`config.mk`:
```
export PLATFORM = sky130hd
export DESIGN_NAME = dmem_arbiter
export DESIGN_NICKNAME = d
export VERILOG_FILES = /design/src/rtl/dmem_arbiter.sv
export SDC_FILE = /design/constraint.sdc
export NUM_CORES = 1
export LEC_CHECK = 0
export ABC_AREA = 1
export CAP_MARGIN = 20
export CORE_MARGIN = 5
export CORE_UTILIZATION = 35
export DETAILED_ROUTE_END_ITERATION = 6
export PLACE_DENSITY = 0.72
export SLEW_MARGIN = 10
export SYNTH_ARGS = -nofsm -noshare
export SYNTH_HDL_FRONTEND = slang
export SYNTH_SLANG_ARGS = --single-unit
```
`constraint.sdc`:
```
create_clock -name clk -period 3.5 [get_ports clk]
set_input_delay 0.525 -clock clk [delete_from_list [all_inputs] [get_ports clk]]
set_output_delay 0.525 -clock clk [all_outputs]
set_load 0.01 [all_outputs]
```
`src/rtl/dmem_arbiter.sv`:
```
// dmem_arbiter: shares one big-endian, byte-addressed data-memory port
// between requester 0 (pipeline MEM stage) and requester 1 (loader/debug).
// One access at a time: IDLE -> ACCESS -> DONE -> IDLE, round-robin on ties.
// Misaligned or out-of-range word accesses are flagged and never reach memory.
//
// Ports:
//   clk, rst_n                     clock, synchronous active-low reset
//   rN_req/we/addr/wdata (N=0,1)   request, held until rN_gnt
//   rN_gnt                         one-cycle pulse in the ACCESS cycle
//   rN_done/err/rdata              completion pulse, error flag, read data
//   mem_addr/wdata/we/re           memory port (driven only during ACCESS)
//   mem_rdata                      combinational read data from memory
//   busy                           high whenever the FSM is not IDLE
module dmem_arbiter #(
  parameter int ADDR_W    = 32,
  parameter int DATA_W    = 32,
  parameter int MEM_BYTES = 256
) (
  input  logic              clk,
  input  logic              rst_n,
  input  logic              r0_req,
  input  logic              r0_we,
  input  logic [ADDR_W-1:0] r0_addr,
  input  logic [DATA_W-1:0] r0_wdata,
  output logic              r0_gnt,
  output logic              r0_done,
  output logic [DATA_W-1:0] r0_rdata,
  output logic              r0_err,
  input  logic              r1_req,
  input  logic              r1_we,
  input  logic [ADDR_W-1:0] r1_addr,
  input  logic [DATA_W-1:0] r1_wdata,
  output logic              r1_gnt,
  output logic              r1_done,
  output logic [DATA_W-1:0] r1_rdata,
  output logic              r1_err,
  output logic [ADDR_W-1:0] mem_addr,
  output logic [DATA_W-1:0] mem_wdata,
  output logic              mem_we,
  output logic              mem_re,
  input  logic [DATA_W-1:0] mem_rdata,
  output logic              busy
);

  typedef enum logic [1:0] {IDLE, ACCESS, DONE} state_t;

  // Highest legal word address; compared unsigned at full width so large
  // addresses never wrap into range.
  localparam logic [ADDR_W-1:0] MAX_ADDR = ADDR_W'(MEM_BYTES - 4);

  state_t            state_q, state_d;
  logic              last_q, last_d;   // requester granted most recently
  logic              win_q, win_d;     // requester owning the current access
  logic              we_q, we_d;
  logic              err_q, err_d;
  logic [ADDR_W-1:0] addr_q, addr_d;
  logic [DATA_W-1:0] wdata_q, wdata_d;
  logic [DATA_W-1:0] rdata0_q, rdata0_d;
  logic [DATA_W-1:0] rdata1_q, rdata1_d;

  logic              pick;
  logic              sel_we, sel_err;
  logic [ADDR_W-1:0] sel_addr;
  logic [DATA_W-1:0] sel_wdata;
  logic              acc, dn;

  // Winner: a lone requester wins; on a tie the one not served last wins.
  always_comb begin
    pick      = (r0_req && r1_req) ? ~last_q : (r1_req && !r0_req);
    sel_we    = pick ? r1_we    : r0_we;
    sel_addr  = pick ? r1_addr  : r0_addr;
    sel_wdata = pick ? r1_wdata : r0_wdata;
    sel_err   = (sel_addr[1:0] != 2'b00) || (sel_addr > MAX_ADDR);
  end

  assign acc = (state_q == ACCESS);
  assign dn  = (state_q == DONE);

  always_comb begin
    state_d  = state_q;
    last_d   = last_q;
    win_d    = win_q;
    we_d     = we_q;
    err_d    = err_q;
    addr_d   = addr_q;
    wdata_d  = wdata_q;
    rdata0_d = rdata0_q;
    rdata1_d = rdata1_q;
    case (state_q)
      IDLE: begin
        if (r0_req || r1_req) begin
          state_d = ACCESS;
          win_d   = pick;
          we_d    = sel_we;
          addr_d  = sel_addr;
          wdata_d = sel_wdata;
          err_d   = sel_err;
        end
      end
      ACCESS: begin
        state_d = DONE;
        // Writes and errored accesses capture 0 so stale data never leaks.
        if (win_q) rdata1_d = mem_re ? mem_rdata : '0;
        else       rdata0_d = mem_re ? mem_rdata : '0;
      end
      DONE: begin
        state_d = IDLE;
        last_d  = win_q;
      end
      default: state_d = IDLE;
    endcase
  end

  always_ff @(posedge clk) begin
    if (!rst_n) begin
      state_q  <= IDLE;
      last_q   <= 1'b1;
      win_q    <= 1'b0;
      we_q     <= 1'b0;
      err_q    <= 1'b0;
      addr_q   <= '0;
      wdata_q  <= '0;
      rdata0_q <= '0;
      rdata1_q <= '0;
    end else begin
      state_q  <= state_d;
      last_q   <= last_d;
      win_q    <= win_d;
      we_q     <= we_d;
      err_q    <= err_d;
      addr_q   <= addr_d;
      wdata_q  <= wdata_d;
      rdata0_q <= rdata0_d;
      rdata1_q <= rdata1_d;
    end
  end

  assign r0_gnt   = acc & ~win_q;
  assign r1_gnt   = acc &  win_q;
  assign r0_done  = dn  & ~win_q;
  assign r1_done  = dn  &  win_q;
  assign r0_err   = dn  & ~win_q & err_q;
  assign r1_err   = dn  &  win_q & err_q;
  assign r0_rdata = rdata0_q;
  assign r1_rdata = rdata1_q;

  // Enables are gated by rst_n so a reset landing in ACCESS cancels the
  // memory operation in that same cycle.
  assign mem_we    = rst_n & acc & ~err_q &  we_q;
  assign mem_re    = rst_n & acc & ~err_q & ~we_q;
  assign mem_addr  = acc ? addr_q  : '0;
  assign mem_wdata = acc ? wdata_q : '0;
  assign busy      = (state_q != IDLE);

endmodule

```
Word-level counts from Yosys, hierarchy flattened:

Index checks and enable logic that the tools add are counted.

* equal/unequal tests: 3
* order comparisons: 1
* multiplexer cells: 9
* reductions and logical operators: 11
* bitwise gates (word level): 14

Operators by type and width (count)
* $mux W32: 5
* $gt A32 B8 Y1 const B: 1
* $and A1 B1 Y1: 10
* $reduce_and A2 Y1: 3
* $not A1 Y1: 4
* $pmux W2 S2: 1
* $reduce_bool A2 Y1: 2
* $eq A2 B1 Y1 const B: 1
* $eq A2 B2 Y1 const B: 1
* $logic_and A1 B1 Y1: 2
* $logic_not A2 Y1: 1
* $logic_or A1 B1 Y1: 2
* $mux W1: 2
* $mux W2: 1
* $ne A2 B2 Y1 const B: 1
* $logic_not A1 Y1: 1

* input port bits: 166
* logic and storage cells: 47
* register bits after elaboration: 134
* output and inout bits: 137

Depth between registers and ports, before layout:

* depth after elaboration: 6
* mapped depth: 11
* gate-level depth less buffers: 10

Worst setup path after synthesis:

OpenSTA, ideal clock, no wires.

* path kind: register -> output
* from: reg state_q[1]
* to: out mem_addr[10]
* data required time: 2.975 ns
* setup slack: 1.835 ns
* arrival time: 1.140 ns
* stages on the path, launching flop included: 6
* path buffers: 2
* path through: dfxtp_1 > inv_1 > nand2_2 > clkbuf_1 > buf_1 > nor2_1

* cells in the longest elaborated chain, start to end: 2

Ends and longest elaborated chain
* start: declaration: RTL line 51 `state_t state_q, state_d;`
* start signal: assignment: RTL line 126 `state_q <= state_d;`
* $eq A2 B1 Y1: RTL line 76 `assign acc = (state_q == ACCESS);`
* $mux W32: RTL line 151 `assign mem_addr = acc ? addr_q : '0;`
* end: declaration: RTL line 37 `output logic [ADDR_W-1:0] mem_addr,`

Every way passes these cells.

Final worst setup path:

* from: reg state_q[1]
* to: out mem_addr[16]

The elaborated chain is that of the path after synthesis.

==> run summary <==
Outcome = finished, final reports clean
Postcts setup bufs = 0
Fraction of power consumed by sequential logic = 36.6%
Cell count after placement = 1302
Min-Delay Startpoint = rst_n
Seq/Total Area, Yosys = 46.0%
Tmin final = 2.69 ns
Final setup viols = 0
Final Net Count = 1268
N_diodes = 0
Slew Viols, Final = 0
Crit share post-route = 76.8%
Crit. End Element = output port
Number of global-route vias before repair = 6134
Slew at the pin closest to its max-slew limit = 0.594 ns
Clock share of power = 45.3%
Seq. cell area = 2680 um^2
Drt via density = 4.78
CTS tree = built
EDFF count, synth = 0
Count of final hold-check violations = 0
Sw power = 1.18 mW
Switching share of total power = 24.9%
DR WL/cell = 16.1 um
Mapped Cells = 835
HP Class = input pin to register
GRT Total Usage = 21.5%
Largest cells by area after synthesis = dfxtp_1 46%, o21ai_0 11%, nand2_1 11%
Port Buf Inserts = 302
ANT nets after route = 0
Worst-path cell chain = inv_1, nand2_2, buf_12, nor2_1, clkdlybuf4s50_1
1st-pass router iterations = 7
Global route overflow = 0
Logic pwr share = 18.0%
Initial Util = 35.4%
TNS Setup = 0 ns
Final Power = 4.72 mW
# IOs = 303
Area of the multi-input gates = 2560 um^2
Area grow syn2layout = 66.3%
Synth top cells by count = 173 x nand2_1, 134 x dfxtp_1, 130 x o21ai_0
Buf/Inv on CP = 3
Initial antenna violation count = 0
Maximum vdd drop = 0.359 mV
# fillers = 1491
Crit path largest cell delay = 0.57 ns
Reg clk slew, reported paths = 0.06 ns
Die area = 19400 um^2
Area leader, netlist = dfxtp_1
Netlist Area Pre-Place = 5830 um^2
Vias = 6375
Worst Hold Depth = 3
Detailed Place HPWL = 15000 um
Fraction of layout cells with a size suffix above 1 = 4.66%
Die Wd = 139 um
Seq cells post-synth = 134
Root Driver = clkbuf_16
Worst skew pair latency = 0.42 ns
Lkg Pwr = 3.80 nW
DRT Wirelength = 21500 um
Hold slack = 0.391 ns
Crit-path slowest cell = clkdlybuf4s50_1
H-tree Lvls = 4
Clk buf depth = 2
Post-synth ARST share = 0%
Hold Path Sink = state_q[0]
FF-to-FF Start = last_q
Post-Syn Nets = 1001
Core Rows = 47
Reg2Reg Setup Slack = 1.60 ns
Synth Area per Inst = 6.99 um^2
First-pass GRT wire length = 33500 um
Max_slew headroom = 60.4%
Synth top area share = 46.0%
Yosys Warn Count = 0
Final Skew = 0.00783 ns
Fmax = 372 MHz
Reg2reg path depth = 10
Internal power = 3.54 mW
Startpoint type of the worst setup path = register
TritonCTS Sinks = 134
RSZ-0062 raised after global routing = false
MaxCap Viol Count = 0
Post-CTS Hold Fix Bufs = 0
Crit path kind = register to output port
Num CTS Buffers = 17
Count leader, synth = nand2_1
Worst Path Arrival = 2.16 ns
Cts repair resizes = 0
Residual DRC count = 0
Ys flop type = dfxtp_1
Worst R2R End = err_q
Final GP Congestion = 0.837
Pwr dens = 486 nW/um^2
Crit path max-delay family = buffers and inverters
Worst Path Required = 2.97 ns
Die H = 139 um
Largest net degree at the start of global routing = 130
Layout Cells excl Fill = 1335
Distinct cells, synth = 22
Core box area = 16500 um^2
DR iter-0 viols = 430
Worst Path Max Fanout = 55
==> flip-flops by register name, indices dropped and copies added (netlist names) <==
signal / count
r0_rdata: 32
last_q: 1
wdata_q: 32
err_q: 1
state_q: 2
r1_rdata: 32
we_q: 1
win_q: 1
addr_q: 32
==> power groups by stage <==
stage / clock network [mW] / registers [mW] / logic, mW
6_report: 2.14 / 1.73 / 0.850
5_1_grt: 2.24 / 1.74 / 0.936
4_1_cts: 2.18 / 1.73 / 0.852
3_5_place_dp: 0 / 1.76 / 0.847
3_3_place_gp: 0 / 1.76 / 0.842
2_1_floorplan: 0 / 1.76 / 0.384
==> cells by family after synthesis <==
| family | synth area share [%] |
|---|---|
| and+or+nand+nor | 19.5 |
| buffers and inverters | 10.5 |
| DFF | 46.0 |
| AOI/OAI and AO/OA | 24.0 |
==> cells in the final DEF (no fill, tap or decap), types with 4 or more instances in the layout <==
cell type,instances
nor2_1,85
nand2_1,173
a21oi_1,76
dfxtp_1,134
nand3_1,16
o21ai_1,5
o21ai_0,130
clkdlybuf4s50_1,301
buf_4,10
clkbuf_16,17
bufinv_16,7
a31oi_1,54
nand3b_1,4
inv_1,81
==> how the worst max path moves through the flow <==
stage	end	cells after the start	startpoint	slack, ns
after global routing	mem_addr[16]	5	state_q[1]	0.73
after global placement	err_q	11	r0_req	0.96
after floorplan	mem_addr[10]	5	state_q[1]	1.84
after CTS	mem_addr[16]	5	state_q[1]	0.80
final	mem_addr[16]	5	state_q[1]	0.81
after detailed placement	err_q	11	r0_req	0.91
==> through the flow <==
stage	cell area [um^2]	worst slack (ns)	util [%]
final	9700	0.811	58.9
after global routing	9700	0.726	58.9
after detailed placement	8970	0.914	54.5
after global placement	8970	0.961	54.5
after floorplan	5830	1.84	-
after CTS	9680	0.804	58.8
==> per-layer routing <==
layer / track usage, % / wire length (um) / up-vias
met5: 0 / 0 / -
met4: 8.14 / 634 / 0
met3: 5.07 / 1080 / 38
met2: 35.3 / 10400 / 197
met1: 27.7 / 9380 / 2876
li1: - / - / 3264
==> final cells by class <==
cell class / instances / area share, %
repair buffers: 315 / 32.7
clock buffers: 20 / 4.71
clock inverters: 12 / 2.55
well taps: 220 / 2.84
multi-input cells: 552 / 26.4
inverters: 82 / 3.17
flip-flops and latches: 134 / 27.6
==> worst min-delay path: stages <==
cell	delay, ns
buf_4	0.09
inv_2	0.07
nor2_1	0.09
Power figures use the tool's default switching activity.
